## src/rtl/dmem_arb_pkg.sv

```systemverilog
// Shared types for the data-memory arbiter: FSM state encoding and port indices.
package dmem_arb_pkg;

  typedef enum logic [1:0] {
    IDLE   = 2'd0,
    ACCESS = 2'd1,
    DONE   = 2'd2
  } state_e;

  localparam logic PORT_CPU = 1'b0;
  localparam logic PORT_DMA = 1'b1;

endpackage

```

## src/rtl/dmem_arb_pick.sv

```systemverilog
// Combinational winner selection between the CPU and DMA ports.
// DMEM_ARB_ROUND_ROBIN_EN selects round-robin ties; otherwise port 0 always wins.
import dmem_arb_pkg::*;

module dmem_arb_pick (
  input  logic req0,
  input  logic req1,
  input  logic last_grant,
  output logic grant,
  output logic valid
);

  always_comb begin
    valid = req0 | req1;
    grant = PORT_CPU;
`ifdef DMEM_ARB_ROUND_ROBIN_EN
    if (req0 && req1) begin
      grant = ~last_grant;
    end else if (req1) begin
      grant = PORT_DMA;
    end
`else
    if (!req0 && req1) begin
      grant = PORT_DMA;
    end
`endif
  end

`ifndef DMEM_ARB_ROUND_ROBIN_EN
  // Fixed priority has no use for the grant history.
  logic unused_last_grant;
  assign unused_last_grant = last_grant;
`endif

endmodule

```

## src/rtl/dmem_arbiter.sv

```systemverilog
// Two-port arbiter in front of a single-port data RAM with port-1 write protection.
// Build option: DMEM_ARB_ROUND_ROBIN_EN enables round-robin arbitration.
import dmem_arb_pkg::*;

module dmem_arbiter #(
  parameter int unsigned       ADDR_W    = 8,
  parameter int unsigned       DATA_W    = 8,
  parameter logic [ADDR_W-1:0] PROT_BASE = ADDR_W'(8'hF0)
) (
  input  logic              clk,
  input  logic              rst,
  input  logic              req0,
  input  logic              req1,
  input  logic              we0,
  input  logic              we1,
  input  logic [ADDR_W-1:0] addr0,
  input  logic [ADDR_W-1:0] addr1,
  input  logic [DATA_W-1:0] wdata0,
  input  logic [DATA_W-1:0] wdata1,
  output logic              ack0,
  output logic              ack1,
  output logic [DATA_W-1:0] rdata,
  output logic              err1,
  output logic              mem_we,
  output logic [ADDR_W-1:0] mem_addr,
  output logic [DATA_W-1:0] mem_wdata,
  input  logic [DATA_W-1:0] mem_rdata,
  output logic              busy
);

  state_e              state;
  logic                cmd_we;
  logic                cmd_port;
  logic [ADDR_W-1:0]   cmd_addr;
  logic [DATA_W-1:0]   cmd_wdata;
  logic                grant;
  logic                grant_valid;
  logic                last_grant;
  logic                blocked;

`ifdef DMEM_ARB_ROUND_ROBIN_EN
  // Priority pointer: the port that wins the next tie.
  logic rr_ptr;

  always_ff @(posedge clk or posedge rst) begin
    if (rst) begin
      rr_ptr <= PORT_CPU;
    end else if (state == IDLE && grant_valid) begin
      rr_ptr <= ~grant;
    end
  end

  assign last_grant = ~rr_ptr;
`else
  assign last_grant = PORT_DMA;
`endif

  dmem_arb_pick u_pick (
    .req0       (req0),
    .req1       (req1),
    .last_grant (last_grant),
    .grant      (grant),
    .valid      (grant_valid)
  );

  assign blocked = (cmd_port == PORT_DMA) && cmd_we && (cmd_addr >= PROT_BASE);

  // Write enable decoded from the state register so reset kills it immediately.
  assign mem_we    = (state == ACCESS) && cmd_we && !blocked;
  assign mem_addr  = cmd_addr;
  assign mem_wdata = cmd_wdata;
  assign busy      = (state != IDLE);

  always_ff @(posedge clk or posedge rst) begin
    if (rst) begin
      state     <= IDLE;
      cmd_we    <= 1'b0;
      cmd_port  <= PORT_CPU;
      cmd_addr  <= '0;
      cmd_wdata <= '0;
      ack0      <= 1'b0;
      ack1      <= 1'b0;
      err1      <= 1'b0;
      rdata     <= '0;
    end else begin
      ack0 <= 1'b0;
      ack1 <= 1'b0;
      err1 <= 1'b0;
      unique case (state)
        IDLE: begin
          if (grant_valid) begin
            state     <= ACCESS;
            cmd_port  <= grant;
            cmd_we    <= (grant == PORT_DMA) ? we1 : we0;
            cmd_addr  <= (grant == PORT_DMA) ? addr1 : addr0;
            cmd_wdata <= (grant == PORT_DMA) ? wdata1 : wdata0;
          end
        end
        ACCESS: begin
          state <= DONE;
          ack0  <= (cmd_port == PORT_CPU);
          ack1  <= (cmd_port == PORT_DMA);
          err1  <= blocked;
          if (!cmd_we) begin
            rdata <= mem_rdata;
          end
        end
        DONE: begin
          state <= IDLE;
        end
        default: begin
          state <= IDLE;
        end
      endcase
    end
  end

endmodule

```

## config.mk

```make
export PLATFORM = sky130hd
export DESIGN_NAME = dmem_arbiter
export DESIGN_NICKNAME = d
export VERILOG_FILES = /design/src/rtl/dmem_arb_pkg.sv /design/src/rtl/dmem_arb_pick.sv /design/src/rtl/dmem_arbiter.sv
export SDC_FILE = /design/constraint.sdc
export NUM_CORES = 1
export LEC_CHECK = 0
export BUFFER_PORTS_ARGS = -buffer_cell sky130_fd_sc_hd__buf_4
export CORE_AREA = 2 2 59 61
export CTS_CLUSTER_DIAMETER = 120
export DETAILED_ROUTE_END_ITERATION = 6
export DIE_AREA = 0 0 61 63
export PLACE_DENSITY = 0.89
export SYNTH_ARGS = -nofsm -noshare
export SYNTH_HDL_FRONTEND = slang
export SYNTH_SLANG_ARGS = --single-unit
```

## constraint.sdc

```tcl
create_clock -name clk -period 3.7 [get_ports clk]
set_input_delay 0.185 -clock clk [delete_from_list [all_inputs] [get_ports clk]]
set_output_delay 0.185 -clock clk [all_outputs]
set_load 0.005 [all_outputs]
```

==> impl_results.rst <==
.. list-table::
   :header-rows: 1

   * - Metric
     - Value
   * - Most area-hungry cell type in the Yosys netlist
     - dfrtp_1
   * - Skew-Pair Late Insertion Delay
     - 0.33 ns
   * - Post-synthesis to final-layout area growth
     - 42.4%
   * - Initial antenna violation count
     - 0
   * - GR Util met1
     - 17.4%
   * - Worst-case vdd ir drop
     - 0.296 mV
   * - Cell at the root of the clock tree
     - clkbuf_4
   * - Number of hold buffers added after cts
     - 0
   * - Endpoint class of the critical path
     - register
   * - Met3 Resource Use GR
     - 5.38%
   * - Required time at the endpoint of the critical path
     - 3.91 ns
   * - H-tree Lvls
     - 2
   * - Gr usage total
     - 18.2%
   * - Avg Vias per Cell
     - 4.79
   * - Share of final-layout standard cells stronger than drive strength 1
     - 73.7%
   * - Number of global-route vias before repair
     - 1,159
   * - Final core occ
     - 64.3%
   * - Worst-Margin Slew
     - 1.14 ns
   * - Number of buffers created by CTS
     - 5
   * - Launch point of the worst reg-to-reg path
     - state[1]
   * - Number of distinct library cells after synthesis
     - 17
   * - Mean area per synthesized cell
     - 15.7 sq um
   * - Placer congestion estimate
     - 0.627
   * - Max-cap violations
     - 0
   * - Post-synth net total
     - 139
   * - Worst-case reg-to-reg path depth
     - 3
   * - Count of final hold-check violations
     - 0
   * - Clock tree from TritonCTS
     - done
   * - Synthesized flop and latch total
     - 31
   * - Worst setup path category
     - register to register
   * - Max transition margin
     - 23.9%
   * - Post-CTS setup buffer count
     - 0
   * - Crit share post-route
     - 53.0%
   * - FP Rows
     - 21
   * - Bufs on Longest Clock Path
     - 2
   * - Total area of multi-input combinational cells
     - 624 sq um
   * - IO Count
     - 75
   * - First-pass GRT wire length
     - 5080 um
   * - Met2 track demand over resource in global routing
     - 34.1%
   * - Pin count of the biggest net entering global routing
     - 32
   * - Min Tclk post-route
     - 1.96 ns
   * - Setup repair after global routing missed its margin
     - false
   * - Highest clock rate
     - 0.510 GHz
   * - First-pass iteration count of the detailed router
     - 4
   * - Final wirelength
     - 3170 um
   * - Count of buffers from port buffering
     - 74
   * - Most area-consuming cells after synthesis
     - dfrtp_1, mux2_4, mux2_2
   * - Final number of setup-violating endpoints
     - 0
   * - Setup tns final
     - 0 ns
   * - YS warnings
     - 0
   * - Number of nets still failing antenna checks after routing
     - 0
   * - Clock-pin slew of the registers on the worst-case setup and hold paths
     - 0.10 ns
   * - Critical Path Source Type
     - register
   * - Fraction of synthesized cell area taken by the top area cell type
     - 53.2%
   * - Avg WL per Cell
     - 14.6 um
   * - Diode count
     - 0
   * - Std-Cell Core Area
     - 0.00323 sq mm
   * - Class of the tightest hold or removal check
     - primary input to register
   * - Routing layer with the top usage in global route
     - met2
   * - Sequential cell area fraction in the yosys report
     - 53.2%
   * - Worst hold start
     - req0
   * - Number of max-slew violations in the final report
     - 0
   * - Placed wire-length estimate after detailed placement
     - 2550 um
   * - Logic gate share of total power
     - 46.1%
   * - Critical path capture point
     - mem_wdata[5]
   * - Fin Clk Skew
     - 0.00912 ns
   * - Run status
     - completed
   * - Sequential cell fraction of total power
     - 41.4%
   * - Worst-path fanout max
     - 18
   * - Setup crit start
     - state[1]
   * - Number of fillers in the final layout
     - 263
   * - Clock sinks
     - 31
   * - Resize count post-CTS
     - 0
   * - Internal power of the cells
     - 1030 uW
   * - Sw Ratio
     - 30.3%
   * - Gate Count Post-Synth
     - 93
   * - Layout net count
     - 216
   * - Psw
     - 449 uW
   * - Area enclosed by the die boundary
     - 0.00384 sq mm
   * - Pwr Density
     - 712 mW/mm^2
   * - Cell Area, Synth
     - 0.00146 sq mm
   * - Initial standard-cell utilization of the core
     - 45.1%
   * - DRC marker count from the first detailed-route iteration
     - 17
   * - Via count
     - 1,039
   * - Clock power frac
     - 12.5%
   * - Vertical extent of the die
     - 63 um
   * - Signal arrival time at the worst endpoint
     - 2.17 ns
   * - GR Overflow Total
     - 0
   * - Storage element area
     - 776 sq um
   * - Setup slack on the worst flop-to-flop path
     - 1.74 ns
   * - Die Wd
     - 61 um
   * - Leak Pwr
     - 0.00105 uW
   * - Reg2reg end
     - mem_wdata[5]
   * - Number of remaining DRC errors
     - 0
[cell families after synthesis]
logic type	count (synthesis)	share of synthesized area (%)
simple gates	10	3.86
mux	42	37.6
flops	31	53.2
compound gates	3	1.20
buf+inv	7	4.20
[sequential cells by signal (all words and copies together), names as in the netlist]
register,cells
ack0,1
ack1,1
cmd_port,1
cmd_we,1
err1,1
mem_addr,8
mem_wdata,8
rdata,8
state,2
[power by group through the flow]
| stage | logic (uW) | registers (uW) | clock network [uW] |
|---|---|---|---|
| floorplan | 369 | 608 | 0 |
| global placement | 667 | 604 | 0 |
| detailed placement | 697 | 615 | 0 |
| CTS | 695 | 610 | 193 |
| global route | 744 | 632 | 209 |
| finish | 681 | 612 | 185 |
[routing by layer]
layer	share of wire [%]	up-vias	wire, um
met4	1.5	0	49
met3	6.0	6	190
met5	0	-	0
met1	35	504	1110
met2	57	50	1820
li1	-	479	-
[through the flow]
step	cell area (sq um)	setup slack, ns	total power [uW]	hold slack (ns)	cells
CTS	2080	1.73	1500	0.0299	217
floorplan	1460	2.29	977	0.271	93
global route	2080	1.59	1590	0.0320	217
finish	2080	1.74	1480	0.0467	217
detailed placement	2020	1.74	1310	0.399	209
global placement	2020	1.82	1270	0.381	209
[worst max-delay path, stage by stage (launching register included)]
cell and delay (ns):
dfrtp_1 0.39, nor2_1 0.23, o21a_1 0.81, mux2_2 0.43
[synthesized netlist by cell type]
cell      number
dfrtp_1       31
mux2_2        22
mux2_4        20
inv_1          3
nor2_1         3
a21oi_1        2
buf_6          2
and2_1         1
and3_1         1
and4_1         1
buf_12         1
buf_4          1
nand2b_1       1
nand3_1        1
nor2_2         1
nor2b_1        1
o21a_1         1
[worst min-delay path by stage]
stage                to  slack [ns]  cells after the start
2_1_floorplan  cmd_port        0.27                      1
3_3_place_gp   cmd_port        0.38                      2
3_5_place_dp   cmd_port        0.40                      2
4_1_cts        cmd_port        0.03                      2
5_1_grt        cmd_port        0.03                      2
6_report       cmd_port        0.05                      2
[placed cells by master (no fill, tap or decap), drive strengths merged]
cell	count
clkbuf	5
inv	3
and2	1
mux2	42
o21a	1
nor2	4
a21oi	2
buf	74
nand3	1
and4	1
and3	1
nor2b	1
clkinv	3
dfrtp	31
nand2b	1
[layout make-up]
| class | count | area share [%] |
|---|---|---|
| Inverter | 3 | 0.542 |
| Timing Repair Buffer | 74 | 26.7 |
| Multi-Input combinational cell | 55 | 30.1 |
| Tap cell | 46 | 2.77 |
| Clock buffer | 5 | 1.81 |
| Sequential cell | 31 | 37.3 |
| Clock inverter | 3 | 0.723 |
Power figures use the tool's default switching activity.
